--- src/rtl/switch_debouncer.sv ---
// switch_debouncer: conditions the board buttons and switches before they
// reach the bus switches and the interrupt controller. Each channel is
// optionally inverted, passed through a synchroniser chain, and debounced
// with a stability counter.
//
// Ports
//   clk      system clock
//   reset_n  asynchronous active-low reset
//   i_raw    raw pad inputs, asynchronous to clk
//   o_level  debounced level, after the configured inversion
//   o_rise   one-cycle pulse when o_level goes 0->1
//   o_fall   one-cycle pulse when o_level goes 1->0
//   o_event  registered OR of all rise/fall bits, for one interrupt line
//
// SYNC_STAGES must be in 2..4. DEBOUNCE_CYCLES must be >= 1.

// One debounce channel. It consumes the already synchronised level.
module switch_debouncer_lane #(
  parameter int   DEBOUNCE_CYCLES = 50000,
  parameter logic RESET_LEVEL     = 1'b0
) (
  input  logic clk,
  input  logic reset_n,
  input  logic sync,
  output logic o_level,
  output logic o_rise,
  output logic o_fall
);
  localparam int CW = $clog2(DEBOUNCE_CYCLES + 1);
  localparam logic [CW-1:0] CNT_LAST = CW'(DEBOUNCE_CYCLES - 1);

  localparam logic [0:0] ST_STABLE   = 1'b0;
  localparam logic [0:0] ST_SETTLING = 1'b1;

  logic [0:0]    state_q, state_d;
  logic [CW-1:0] cnt_q, cnt_d;
  logic          level_q, level_d;
  logic          rise_q, rise_d;
  logic          fall_q, fall_d;
  logic          differ;
  logic          accept;

  assign differ = (sync != level_q);

  always_comb begin
    state_d = state_q;
    cnt_d   = cnt_q;
    accept  = 1'b0;
    case (state_q)
      ST_STABLE: begin
        cnt_d = '0;
        if (differ) begin
          // With a one-cycle window the first differing sample is enough.
          if (CNT_LAST == '0) accept = 1'b1;
          else begin
            state_d = ST_SETTLING;
            cnt_d   = CW'(1);
          end
        end
      end
      default: begin
        if (!differ) begin
          // Input reverted before acceptance: a glitch, drop the count.
          state_d = ST_STABLE;
          cnt_d   = '0;
        end else if (cnt_q == CNT_LAST) begin
          accept = 1'b1;
        end else begin
          cnt_d = cnt_q + CW'(1);
        end
      end
    endcase

    level_d = level_q;
    rise_d  = 1'b0;
    fall_d  = 1'b0;
    if (accept) begin
      state_d = ST_STABLE;
      cnt_d   = '0;
      level_d = sync;
      rise_d  = sync;
      fall_d  = ~sync;
    end
  end

  always_ff @(posedge clk or negedge reset_n) begin
    if (!reset_n) begin
      state_q <= ST_STABLE;
      cnt_q   <= '0;
      level_q <= RESET_LEVEL;
      rise_q  <= 1'b0;
      fall_q  <= 1'b0;
    end else begin
      state_q <= state_d;
      cnt_q   <= cnt_d;
      level_q <= level_d;
      rise_q  <= rise_d;
      fall_q  <= fall_d;
    end
  end

  assign o_level = level_q;
  assign o_rise  = rise_q;
  assign o_fall  = fall_q;
endmodule

module switch_debouncer #(
  parameter int                  CHANNELS        = 3,
  parameter int                  SYNC_STAGES     = 2,
  parameter int                  DEBOUNCE_CYCLES = 50000,
  parameter logic [CHANNELS-1:0] INVERT_MASK     = {CHANNELS{1'b0}},
  parameter logic [CHANNELS-1:0] RESET_LEVEL     = {CHANNELS{1'b0}}
) (
  input  logic                clk,
  input  logic                reset_n,
  input  logic [CHANNELS-1:0] i_raw,
  output logic [CHANNELS-1:0] o_level,
  output logic [CHANNELS-1:0] o_rise,
  output logic [CHANNELS-1:0] o_fall,
  output logic                o_event
);
  // Stage 0 samples the pad; stage SYNC_STAGES-1 is the safe level.
  logic [SYNC_STAGES-1:0][CHANNELS-1:0] sync_q, sync_d;
  logic event_q, event_d;

  always_comb begin
    sync_d[0] = i_raw ^ INVERT_MASK;
    for (int s = 1; s < SYNC_STAGES; s++) sync_d[s] = sync_q[s-1];
  end

  always_ff @(posedge clk or negedge reset_n) begin
    if (!reset_n) sync_q <= {SYNC_STAGES{RESET_LEVEL}};
    else          sync_q <= sync_d;
  end

  for (genvar c = 0; c < CHANNELS; c++) begin : g_lane
    switch_debouncer_lane #(
      .DEBOUNCE_CYCLES (DEBOUNCE_CYCLES),
      .RESET_LEVEL     (RESET_LEVEL[c])
    ) u_lane (
      .clk     (clk),
      .reset_n (reset_n),
      .sync    (sync_q[SYNC_STAGES-1][c]),
      .o_level (o_level[c]),
      .o_rise  (o_rise[c]),
      .o_fall  (o_fall[c])
    );
  end

  // Registered so the interrupt line is one clean pulse a cycle after the
  // per-channel pulses, however many channels fired together.
  assign event_d = |(o_rise | o_fall);

  always_ff @(posedge clk or negedge reset_n) begin
    if (!reset_n) event_q <= 1'b0;
    else          event_q <= event_d;
  end

  assign o_event = event_q;
endmodule
--- config.mk ---
export PLATFORM = sky130hd
export DESIGN_NAME = switch_debouncer
export DESIGN_NICKNAME = d
export VERILOG_FILES = /design/src/rtl/switch_debouncer.sv
export SDC_FILE = /design/constraint.sdc
export NUM_CORES = 1
export LEC_CHECK = 0
export BUFFER_PORTS_ARGS = -buffer_cell sky130_fd_sc_hd__buf_2
export CAP_MARGIN = 20
export CORE_UTILIZATION = 45
export CTS_CLUSTER_DIAMETER = 120
export DETAILED_ROUTE_END_ITERATION = 10
export GPL_TIMING_DRIVEN = 0
export HOLD_SLACK_MARGIN = 0.08
export PLACE_DENSITY_LB_ADDON = 0.2
export SLEW_MARGIN = 30
export SYNTH_ARGS = -nofsm -noshare
export SYNTH_HDL_FRONTEND = slang
export SYNTH_HIERARCHICAL = 1
export SYNTH_SLANG_ARGS = --single-unit
--- constraint.sdc ---
create_clock -name clk -period 1.9 [get_ports clk]
set_input_delay 0.19 -clock clk [delete_from_list [all_inputs] [get_ports clk]]
set_output_delay 0.19 -clock clk [all_outputs]
set_load 0.01 [all_outputs]
Word-level counts from Yosys, hierarchy flattened
Cells that the tools add are included.

Add/sub/neg operators: 3. Equality and inequality tests: 9. Multiplexer cells: 36. Bitwise gates (word level): 4. Reductions and logical operators: 1.

Operator list (count): 16-bit 2-to-1 mux (12); 16-bit by 1-bit adder with 16-bit output, second input constant (3); 16-bit equality test, second input constant (3); 1-bit 2-to-1 mux (24); 4-bit != test, second input constant (3); 1-bit != test (3); 1-bit inverter (3); 3-bit OR (1); 3-bit OR reduction (1).

Bits in registers: 67. Output and inout bits: 10.

Logic depth before layout (Yosys ltp)
Word-level depth: 5. Depth in mapped cells: 6. Gate-level depth less buffers: 5.

Modules after synthesis
The synthesis kept the hierarchy.

By module, submodules not included: switch_debouncer_lane (times used 3, cells an instance 91, area an instance 938.4 um^2, sequential area each 500.5 um^2); switch_debouncer (times used 1, cells an instance 10, area an instance 188.9 um^2, sequential area each 175.2 um^2).

Worst setup path after synthesis
OpenSTA, ideal clock, no wires.

Path kind: reg2reg. Start point: register g_lane[0].u_lane.cnt_q[4]. End point: register g_lane[0].u_lane.level_q. Setup time: 128 ps. Data arrival time: 1864 ps. Required time: 1772 ps. Setup slack: -91 ps. Cell stages (with the launch flop): 5. Path buffers: 0. Clock period less this slack: 1991 ps. Cells stage by stage: dfrtp_1 > or4b_1 > or4_4 > nor2_4 > mux2_1.

Word-level cells in the longest chain between the ends: 4.

Ends and longest elaborated chain: from (decl) (RTL line 36) `logic [CW-1:0] cnt_q, cnt_d;`; from (signal assigned) (RTL line 95) `cnt_q <= cnt_d;`; 16-bit equality test (RTL line 66) `end else if (cnt_q == CNT_LAST) begin`; 1-bit 2-to-1 mux (RTL line 66); 1-bit 2-to-1 mux (RTL line 62) `if (!differ) begin`; 1-bit 2-to-1 mux (RTL line 49) `case (state_q)`; to (signal assigned) (RTL line 96) `level_q <= level_d;`; to (decl) (RTL line 37) `logic level_q, level_d;`.

No other way between the ends. A chain may end at the register's enable or synchronous reset.

Worst setup path in the final report
Start point: register g_lane[1].u_lane.cnt_q[11]. End point: register g_lane[1].u_lane.level_q.

Word-level cells in the longest chain between the ends: 4.

Ends and longest elaborated chain (RTL line): from (decl) (36); from (signal assigned) (95); 16-bit equality test (66); 1-bit 2-to-1 mux (66); 1-bit 2-to-1 mux (62); 1-bit 2-to-1 mux (49); to (signal assigned) (96); to (decl) (37).

No other way between the ends.

==> out/results.ini <==
[sta]
relSlewSlack = 0.733
hold_violations = 0
final_max_slew_viol_count = 0
finClkSkew_ns = 0.00937
setup_ws_ns = -0.139
finalCritPeriodShare = 1.07
finalCriticalPeriod_ns = 2.04
fmax_ghz = 0.491
rsz0062_at_grt = true
holdWs_ns = 0.248
setup-violations-final = 40
worstMarginPinSlew_ns = 0.397

[routing]
wl_met1_mm = 2.73
drc = 0
dr.first_iter.drc_count = 123
drt-total-wl_mm = 5.63
drt_pass1_iterations = 4
antenna_left = 0
vias = 2197
wl_met2_mm = 2.55
dr_wl_met3_um = 188
topRoutingLayerUsed = met4
routedWlPerCell_um = 13.5
via_per_inst = 5.26

[yosys]
yosysWarnings = 6
synth_top_family_by_area = simple AND/OR/NAND/NOR gates
synth-seq-area-share = 0.558
synth_xor_area_frac = 0.140
synth_seq_cells = 67
ys_types = 20
synth-compound-area-share = 0.00750
syn-num-nets = 291
synthCells = 283
syn-cell-area_um2 = 3000
synth_simple_gate_area_share = 0.248
avgSynthCellArea_um2 = 10.6
synth_fa_ha_area_frac = 0.0125
synthMuxAreaShare = 0.0112

[clock_network]
clock_path_buffers = 2
clk_latency_ns = 0.34
cts_tree = yes
clock_sinks = 67
clk_pin_slew_ns = 0.08
cts_root_buf = clkbuf_8
cts_max_level = 3
cts_buffers = 9

[setup_path]
critPathLaunchType = flop
reg2reg_from = g_lane[1].u_lane/cnt_q[11]
max_stage_delay_ns = 0.57
crit_cells = 4
critPathCapture = g_lane[1].u_lane/o_level
worstPathRequired_ns = 2.12
cpLargestDelayFamily = simple AND/OR/NAND/NOR gates
crit_buf_inv = 0
crit_path_start = g_lane[1].u_lane/cnt_q[11]
critPathCaptureType = flop
crit_type = reg2reg
worstPathMaxFanout = 3
reg2reg_slack_ns = -0.14
arrival_ns = 2.26
cp_cell_sequence = or4_1, or4_4, nor2_4, mux2_4
r2r-end = g_lane[1].u_lane/o_level
slowest_stage = or4_4
rr_worst_depth = 4

[floorplanning]
dieWidth_um = 83.7
die_h_um = 83.7
ioPinCount = 15
core_um2 = 6390
fp-row-count = 29
die_area_um2 = 7010
initial_utilization = 0.470

[power_and_ir_drop]
p_leak_uw = 0.00155
p_clk_frac = 0.464
p_int_uw = 2280
combPwrFrac = 0.040
seqPwrFrac = 0.496
switching_share = 0.226
ir_drop_v = 0.000437
power_density_nw_per_um2 = 776
p_total_uw = 2950
p_switching_uw = 666

[global_route]
grt_max_degree = 52
grtUsageTotal = 0.179
grt_antenna_before_repair = 0
gr-total-overflow = 0
grt_pass1_vias = 2085
grt_pass1_wl_mm = 9.84

[flow_run]
cap_violations = 0

[status]
failed_checks = setup timing
status = finished with violations

[final_layout]
drive_gt1_frac = 0.252
num-nets-final = 344
stdcell_count = 418
num-fill-cells = 534
diodes = 0
syn_to_final_growth_pct = 26.4

[placement]
placedCellCount = 375
dp_hpwl_mm = 3.37
io_buffers = 14
gp_congestion = 0.762

[worst_hold_path]
min_path_type = in2async

==> state kept, by name, indices dropped and copies added, names as in the netlist <==
register	cells
sync_d	3
o_event	1
g_lane.u_lane/o_fall	3
g_lane.u_lane/o_level	3
sync_q	3
g_lane.u_lane/o_rise	3
g_lane.u_lane/state_q	3
g_lane.u_lane/cnt_q	48
==> stage by stage <==
| stage | setup TNS (ns) | setup slack, ns | utilization | cell area (µm²) |
|---|---|---|---|---|
| floorplan | -0.274 | -0.0913 | - | 3000 |
| global route | -4.83 | -0.184 | 0.594 | 3800 |
| finish | -2.29 | -0.139 | 0.594 | 3800 |
| CTS | -2.02 | -0.139 | 0.563 | 3600 |
| global placement | -3.60 | -0.174 | 0.496 | 3170 |
| detailed placement | -3.85 | -0.190 | 0.501 | 3200 |
==> layer usage <==
metal | vias to the layer above | GRT usage
met2 | 40 | 0.271
met4 | 0 | 0.102
met1 | 1068 | 0.240
li1 | 1074 | -
met3 | 15 | 0.0336
met5 | - | 0
==> layout by cell type, fill, tap and decap left out, types with 2 or more instances in the layout <==
master and count:
mux2_4 3, ha_1 3, nor3_1 12, nand3_1 12
nor2_2 7, buf_6 5, or4b_1 3, clkinv_4 2
nor2_4 8, dfrtp_1 65, nand2_1 13, inv_6 2
nand4_1 12, bufinv_16 2, nand3_4 2, nor2_1 46
dlygate4sd3_1 4, a211oi_1 3, and2_1 3, buf_2 13
xor2_1 6, nand3_2 4, nor4_1 16, buf_4 19
clkbuf_8 10, buf_8 2, or4_4 3, dfrtp_2 2
xnor2_1 42, or4_1 3, inv_1 12
==> cell families after synthesis <==
| family | after synthesis |
|---|---|
| AND/OR/NAND/NOR | 144 |
| flip-flops | 67 |
| XOR/XNOR | 48 |
| buffers and inverters | 15 |
| AO/OA/AOI/OAI | 3 |
| multiplexers | 3 |
| adder cells (fa/ha/maj) | 3 |
==> worst min path at each step <==
| stage | to | from |
|---|---|---|
| after floorplan | g_lane[0].u_lane/cnt_q[0] | reset_n |
| after global placement | sync_d[5] | i_raw[2] |
| after detailed placement | g_lane[2].u_lane/cnt_q[0] | reset_n |
| after CTS | g_lane[2].u_lane/cnt_q[0] | reset_n |
| after global routing | g_lane[2].u_lane/state_q | reset_n |
| final | g_lane[2].u_lane/state_q | reset_n |
==> worst reg2reg max path, stage by stage, from the launching register on <==
cell and delay [ns]:
dfrtp_1 0.38, or4_1 0.51, or4_4 0.57, nor2_4 0.15, mux2_4 0.31
==> final cells by class <==
class,instances,area [µm²],share of cell area
Sequential cell,67,1680,0.442
Multi-Input combinational cell,201,1360,0.357
Timing Repair Buffer,42,345,0.0910
Clock buffer,10,138,0.0363
Tap cell,77,96.3,0.0254
Clock inverter,6,95.1,0.0250
Inverter,12,45.0,0.0119
Buffer,3,41.3,0.0109
==> cell usage after synthesis (all sizes together) <==
master	count	area, µm²
dfrtp	67	1680
nor2	61	251
xnor2	42	368
nand3	18	105
nor4	16	100
nand2	13	48.8
inv	12	45.0
nand4	12	75.1
nor3	12	60.1
or4	6	56.3
xor2	6	52.6
a211oi	3	22.5
and2	3	18.8
buf	3	22.5
ha	3	37.5
mux2	3	33.8
or4b	3	30.0
==> power groups by stage <==
stage	clock network [µW]	registers (µW)	logic (µW)
after floorplan	0	1480	40.8
after global placement	0	1490	81.7
after detailed placement	0	1490	90.3
after CTS	1400	1460	99.7
after global routing	1460	1460	134
final	1370	1460	118
==> what timing repair did <==
item	4_1_cts	5_1_grt
pin swaps	8	13
hold buffers	4	0
resized for setup	9	27
hold endpoints to repair	70	0
setup endpoints to repair	33	45
cloned	0	1
setup buffers	12	10
Power figures use the tool's default switching activity.
